### src/rtl/w_stage_grf_pkg.sv
// Shared instruction-field constants and writeback source encoding for the W stage.
package w_stage_grf_pkg;

  localparam logic [5:0] OP_RTYPE  = 6'h00;
  localparam logic [5:0] OP_REGIMM = 6'h01;
  localparam logic [5:0] OP_JAL    = 6'h03;
  localparam logic [5:0] OP_ADDIU  = 6'h09;
  localparam logic [5:0] OP_SLTI   = 6'h0a;
  localparam logic [5:0] OP_SLTIU  = 6'h0b;
  localparam logic [5:0] OP_ANDI   = 6'h0c;
  localparam logic [5:0] OP_ORI    = 6'h0d;
  localparam logic [5:0] OP_XORI   = 6'h0e;
  localparam logic [5:0] OP_LUI    = 6'h0f;
  localparam logic [5:0] OP_LB     = 6'h20;
  localparam logic [5:0] OP_LH     = 6'h21;
  localparam logic [5:0] OP_LW     = 6'h23;
  localparam logic [5:0] OP_LBU    = 6'h24;
  localparam logic [5:0] OP_LHU    = 6'h25;

  localparam logic [5:0] FN_SLL    = 6'h00;
  localparam logic [5:0] FN_SRL    = 6'h02;
  localparam logic [5:0] FN_SRA    = 6'h03;
  localparam logic [5:0] FN_SLLV   = 6'h04;
  localparam logic [5:0] FN_SRLV   = 6'h06;
  localparam logic [5:0] FN_SRAV   = 6'h07;
  localparam logic [5:0] FN_JALR   = 6'h09;
  localparam logic [5:0] FN_MFHI   = 6'h10;
  localparam logic [5:0] FN_MFLO   = 6'h12;
  localparam logic [5:0] FN_ADDU   = 6'h21;
  localparam logic [5:0] FN_SUBU   = 6'h23;
  localparam logic [5:0] FN_AND    = 6'h24;
  localparam logic [5:0] FN_OR     = 6'h25;
  localparam logic [5:0] FN_XOR    = 6'h26;
  localparam logic [5:0] FN_NOR    = 6'h27;
  localparam logic [5:0] FN_SLT    = 6'h2a;
  localparam logic [5:0] FN_SLTU   = 6'h2b;

  localparam logic [4:0] RT_BLTZAL = 5'b10000;
  localparam logic [4:0] RT_BGEZAL = 5'b10001;

  localparam logic [4:0] REG_RA    = 5'd31;

  typedef enum logic [1:0] {
    WD_ALU = 2'd0,
    WD_DM  = 2'd1,
    WD_PC8 = 2'd2,
    WD_MDU = 2'd3
  } wd_sel_e;

endpackage

### src/rtl/w_stage_grf_dest_decode.sv
// Pure decode of the W-stage instruction into destination register and data source.
// A destination of 0 means "no write"; the top qualifies it against reset and ZERO_REG.
module w_dest_decode
  import w_stage_grf_pkg::*;
(
  input  logic [31:0] instr_i,
  input  logic        b_jump_i,
  output logic [4:0]  a3_o,
  output logic [1:0]  sel_o
);

  logic [5:0] op, fn;
  logic [4:0] rt, rd;
  logic       unused_bits;

  assign op = instr_i[31:26];
  assign rt = instr_i[20:16];
  assign rd = instr_i[15:11];
  assign fn = instr_i[5:0];
  assign unused_bits = ^{instr_i[25:21], instr_i[10:6]};

  always_comb begin
    a3_o  = 5'd0;
    sel_o = WD_ALU;
    case (op)
      OP_RTYPE: begin
        case (fn)
          FN_SLL, FN_SRL, FN_SRA, FN_SLLV, FN_SRLV, FN_SRAV,
          FN_ADDU, FN_SUBU, FN_AND, FN_OR, FN_XOR, FN_NOR,
          FN_SLT, FN_SLTU: a3_o = rd;
          FN_MFHI, FN_MFLO: begin
            a3_o  = rd;
            sel_o = WD_MDU;
          end
          FN_JALR: begin
            a3_o  = rd;
            sel_o = WD_PC8;
          end
          default: ;
        endcase
      end
      OP_ADDIU, OP_SLTI, OP_SLTIU, OP_ANDI, OP_ORI, OP_XORI, OP_LUI:
        a3_o = rt;
      OP_LB, OP_LH, OP_LW, OP_LBU, OP_LHU: begin
        a3_o  = rt;
        sel_o = WD_DM;
      end
      OP_JAL: begin
        a3_o  = REG_RA;
        sel_o = WD_PC8;
      end
      OP_REGIMM: begin
        // Conditional-link branches only link when actually taken.
        if ((rt == RT_BGEZAL || rt == RT_BLTZAL) && b_jump_i) begin
          a3_o  = REG_RA;
          sel_o = WD_PC8;
        end
      end
      default: ;
    endcase
  end

endmodule

### src/rtl/w_stage_grf.sv
// Writeback stage: destination decode, 32x32 register file with write-through read ports.
// Optional GRF_TRACE_EN compiles in a per-write trace print.
module w_stage_grf
  import w_stage_grf_pkg::*;
#(
  parameter logic [31:0] LINK_OFFSET = 32'd8,
  parameter logic [4:0]  ZERO_REG    = 5'd0
) (
  input  logic        clk,
  input  logic        reset,
  input  logic [31:0] W_PC,
  input  logic [31:0] W_Instr,
  input  logic [31:0] W_ALUAns,
  input  logic [31:0] W_DMRD,
  input  logic        W_b_jump,
  input  logic [31:0] W_MDUAns,
  input  logic [4:0]  D_A1,
  input  logic [4:0]  D_A2,
  output logic [31:0] D_RD1,
  output logic [31:0] D_RD2,
  output logic [4:0]  W_A3,
  output logic [31:0] W_WD,
  output logic        W_WE
);

  logic [31:0] grf_q [32];
  logic [4:0]  dec_a3;
  logic [1:0]  dec_sel;
  logic [31:0] wd_raw;

  w_dest_decode u_dec (
    .instr_i  (W_Instr),
    .b_jump_i (W_b_jump),
    .a3_o     (dec_a3),
    .sel_o    (dec_sel)
  );

  always_comb begin
    wd_raw = W_ALUAns;
    case (dec_sel)
      WD_DM:   wd_raw = W_DMRD;
      WD_PC8:  wd_raw = W_PC + LINK_OFFSET;
      WD_MDU:  wd_raw = W_MDUAns;
      default: wd_raw = W_ALUAns;
    endcase
  end

  // Squash A3/WD when not writing so the forwarding unit can never match.
  assign W_WE = reset & (dec_a3 != ZERO_REG);
  assign W_A3 = W_WE ? dec_a3 : 5'd0;
  assign W_WD = W_WE ? wd_raw : 32'd0;

  always_ff @(posedge clk) begin
    if (!reset) begin
      for (int i = 0; i < 32; i++) grf_q[i] <= 32'd0;
    end else if (W_WE) begin
      grf_q[W_A3] <= W_WD;
    end
  end

  always_comb begin
    if (D_A1 == ZERO_REG)                D_RD1 = 32'd0;
    else if (W_WE && D_A1 == W_A3)       D_RD1 = W_WD;
    else                                 D_RD1 = grf_q[D_A1];
    if (D_A2 == ZERO_REG)                D_RD2 = 32'd0;
    else if (W_WE && D_A2 == W_A3)       D_RD2 = W_WD;
    else                                 D_RD2 = grf_q[D_A2];
  end

`ifdef GRF_TRACE_EN
  always @(posedge clk) begin
    if (reset && W_WE) $display("@%h: $%d <= %h", W_PC, W_A3, W_WD);
  end
`endif

endmodule

### config.mk
export PLATFORM = sky130hd
export DESIGN_NAME = w_stage_grf
export DESIGN_NICKNAME = d
export VERILOG_FILES = /design/src/rtl/w_stage_grf_pkg.sv /design/src/rtl/w_stage_grf_dest_decode.sv /design/src/rtl/w_stage_grf.sv
export SDC_FILE = /design/constraint.sdc
export NUM_CORES = 2
export LEC_CHECK = 0
export CAP_MARGIN = 5
export CORE_MARGIN = 2
export CORE_UTILIZATION = 55
export CTS_CLUSTER_DIAMETER = 40
export DETAILED_ROUTE_END_ITERATION = 8
export PLACE_DENSITY_LB_ADDON = 0.12
export SYNTH_ARGS = -nofsm -noshare
export SYNTH_HDL_FRONTEND = slang
export SYNTH_SLANG_ARGS = --single-unit
### constraint.sdc
create_clock -name clk -period 4.58 [get_ports clk]
set_clock_uncertainty 0.05 [all_clocks]
set_input_delay 0.916 -clock clk [delete_from_list [all_inputs] [get_ports clk]]
set_output_delay 0.916 -clock clk [all_outputs]
set_load 0.03 [all_outputs]
==> flow_metrics.py <==
metrics = {
    "outcome": {
        "outcome": "finished with violations",
        "violations": "setup timing",
    },
    "global_route": {
        "grt_max_degree": 45,
        "grt_usage_pct": 42.65,
        "grt_first_pass_wirelength_um": 302900,
        "antenna_found_initial": 8,
        "grt_pass1_vias": 41700,
        "grt_overflow_total": 0,
    },
    "route": {
        "antenna_left": 0,
        "vias": 40720,
        "wl_um": 215700,
        "drtIter0Drc": 6382,
        "routedWlPerCell_um": 37.59,
        "drc": 0,
        "vias_per_cell": 7.094,
        "drt-pass1-iter-count": 6,
    },
    "layout": {
        "fin_cells": 5740,
        "nNetsFinal": 4502,
        "largest_reg_flops": 1024,
        "top_register": "grf_q",
        "design_area_mm2": 0.06968,
        "largest_registers": "grf_q x1024",
        "syn_to_final_growth_pct": 26.65,
        "layout-drive-gt1-share_pct": 39.20,
    },
    "clock_tree": {
        "clkTransAtPathRegs_ps": 60,
        "cts.sinks": 1024,
        "cts_root_buf": "clkbuf_16",
        "clock_path_buffers": 3,
        "htree_levels": 4,
        "cts-buffers-inserted": 137,
        "cts_tree": "built",
    },
    "timing": {
        "grt_setup_unrepaired": "true",
        "worstMarginPinSlew_ps": 871.2,
        "slew_viol_final": 0,
        "max-slew-margin-rel_pct": 41.92,
        "min_period_ps": 4742,
        "tns_ps": -7286,
        "holdWs_ps": 811.9,
        "setup_viol": 64,
        "max_freq_mhz": 210.9,
        "timing.final.crit_share_pct": 103.5,
        "finalHoldViolCount": 0,
        "finalWorstSetupSlack_ps": -161.7,
    },
    "critical_path": {
        "crit_type": "in2out",
        "crit_arrival_ps": 3780,
        "max_stage_delay_ps": 420,
        "setup.worst_path.end_class": "output pin",
        "worstPathMaxFanout": 7,
        "worstPathRequired_ps": 3610,
        "worstSetupStartpointType": "input pin",
        "cp_slowest_cell": "or3b_4",
        "path_cells": "buf_6 -> or3b_4 -> a2111oi_4 -> clkbuf_16 -> o21a_1 -> a221o_1 -> buf_6 -> o211ai_1 -> a211oi_4 -> buf_6 -> buf_12 -> buf_12 -> mux2i_4 -> buf_12",
    },
    "placed_design": {
        "hpwl_um": 139700,
        "port_buffers": 264,
        "place_inst": 5470,
        "dpl_cell_area_mm2": 0.06403,
        "globalplace.congestion": 0.9624,
    },
    "synthesis": {
        "synth_edf_count": 1024,
        "synth_area_leaders": "edfxtp_1 56%, mux4_2 26%, nor2_1 7.4%, clkbuf_1 1.9%, mux2i_1 1.2%",
        "yosys_most_used_dff": "edfxtp_1",
        "ys_seq_area_share_pct": 55.89,
        "synth_top_area_share_pct": 55.89,
        "syn-cell-area_mm2": 0.05502,
        "synth.most_common_cell": "nor2_1",
        "yosysTopAreaCell": "edfxtp_1",
        "synth_area_per_cell_um2": 14.64,
        "synth.top_cells.by_count": "1083 x nor2_1, 1024 x edfxtp_1, 640 x mux4_2",
        "synthDistinctLibCells": 70,
        "ys_ff_latch": 1024,
        "synth_warnings": 0,
        "synthCells": 3757,
        "async_flop_share_pct": 0,
    },
    "min_path": {
        "hp-class": "in2reg",
    },
    "floorplanning": {
        "start_util_pct": 55.26,
        "dieHeight_um": 320.3,
        "fp-row-count": 116,
        "coreArea_mm2": 0.09957,
        "die_w_um": 320.3,
        "ios": 275,
        "design.die.area_mm2": 0.1026,
    },
    "power": {
        "pwr-share-seq_pct": 41.8,
        "swShare_pct": 25.89,
        "clockPowerShare_pct": 41.6,
        "power.internal_uw": 19630,
        "p_total_uw": 26490,
        "switching_power_uw": 6857,
        "power_density_mw_per_mm2": 380.1,
        "ir_drop_mv": 0.3656,
        "leakagePower_uw": 0.02387,
        "pwr-share-comb_pct": 16.5,
    },
    "job": {
        "cap_violations": 0,
    },
}
==> layout make-up <==
cell class	instances	area, µm²
Fill cell	6597	29880
Inverter	47	178.9
Sequential cell	1024	30750
Timing Repair Buffer	796	8884
Antenna cell	3	7.507
Clock buffer	156	3606
Multi-Input combinational cell	2322	23540
Clock inverter	94	1092
Tap cell	1298	1624
==> worst paths after layout <==
check	slack, ps	startpoint	to	cells after the start
setup / recovery	-160	W_Instr[1]	D_RD2[23]	14
hold / removal	810	reset	grf_q[0][5]	2
==> routing by layer <==
metal	track usage (%)	vias up	wire [µm]
li1	-	15680	-
met1	54.00	20590	68450
met2	64.74	3652	97940
met3	15.35	789	35410
met4	23.05	6	13840
met5	0.6147	-	110
==> layout by cell type (no fill, tap or decap), drive strengths merged, types with 31 or more instances in the layout <==
cell type      netlist  layout
edfxtp            1024    1024
nor3                31      31
clkdlybuf4s50        0     130
clkbuf             283     159
nand2              115     115
mux2i               64      64
clkinv               0      41
inv                 47      68
conb                 1      32
mux4               640     640
mux2                65      65
nor2              1083    1083
buf                112     644
==> logic make-up (layout without fill, tap and decap cells) <==
family	after synthesis	after routing	synth area share, %
mux	769	769	28.69
fa+ha+maj	1	1	0.02274
compound gates	156	156	2.067
flops	1024	1024	55.89
xor+xnor	21	21	0.3343
other cells	1	35	0.006816
buf+inv	442	1093	3.129
simple gates	1343	1343	9.860
==> stage by stage <==
step | setup WS, ps | util (%)
2_1_floorplan | -26.94 | -
3_3_place_gp | -855.4 | 64.31
3_5_place_dp | -800.4 | 64.31
4_1_cts | -151.5 | 69.74
5_1_grt | -251.3 | 69.98
6_report | -161.7 | 69.98
==> critical path, delay by kind of cell <==
kind,cells,cell delay [ps]
buf+inv,7,1030
simple gates,1,420
compound gates,5,1130
mux,1,250
==> power by group through the flow <==
stage / Sequential (µW) / Clock, µW / Combinational [µW]
floorplan: 11100 / 0 / 2200
global placement: 11200 / 0 / 4070
detailed placement: 11300 / 0 / 4100
CTS: 11100 / 11100 / 4230
global route: 11100 / 11400 / 4460
finish: 11100 / 11000 / 4380
==> timing repair <==
action,in CTS,in global routing
gates resized for setup,158,76
setup endpoints to repair,97,83
setup buffers,14,2
pin swaps,29,22
cloned,3,2
hold buffers,0,0
Note: power is estimated with default switching activity, not from simulation.
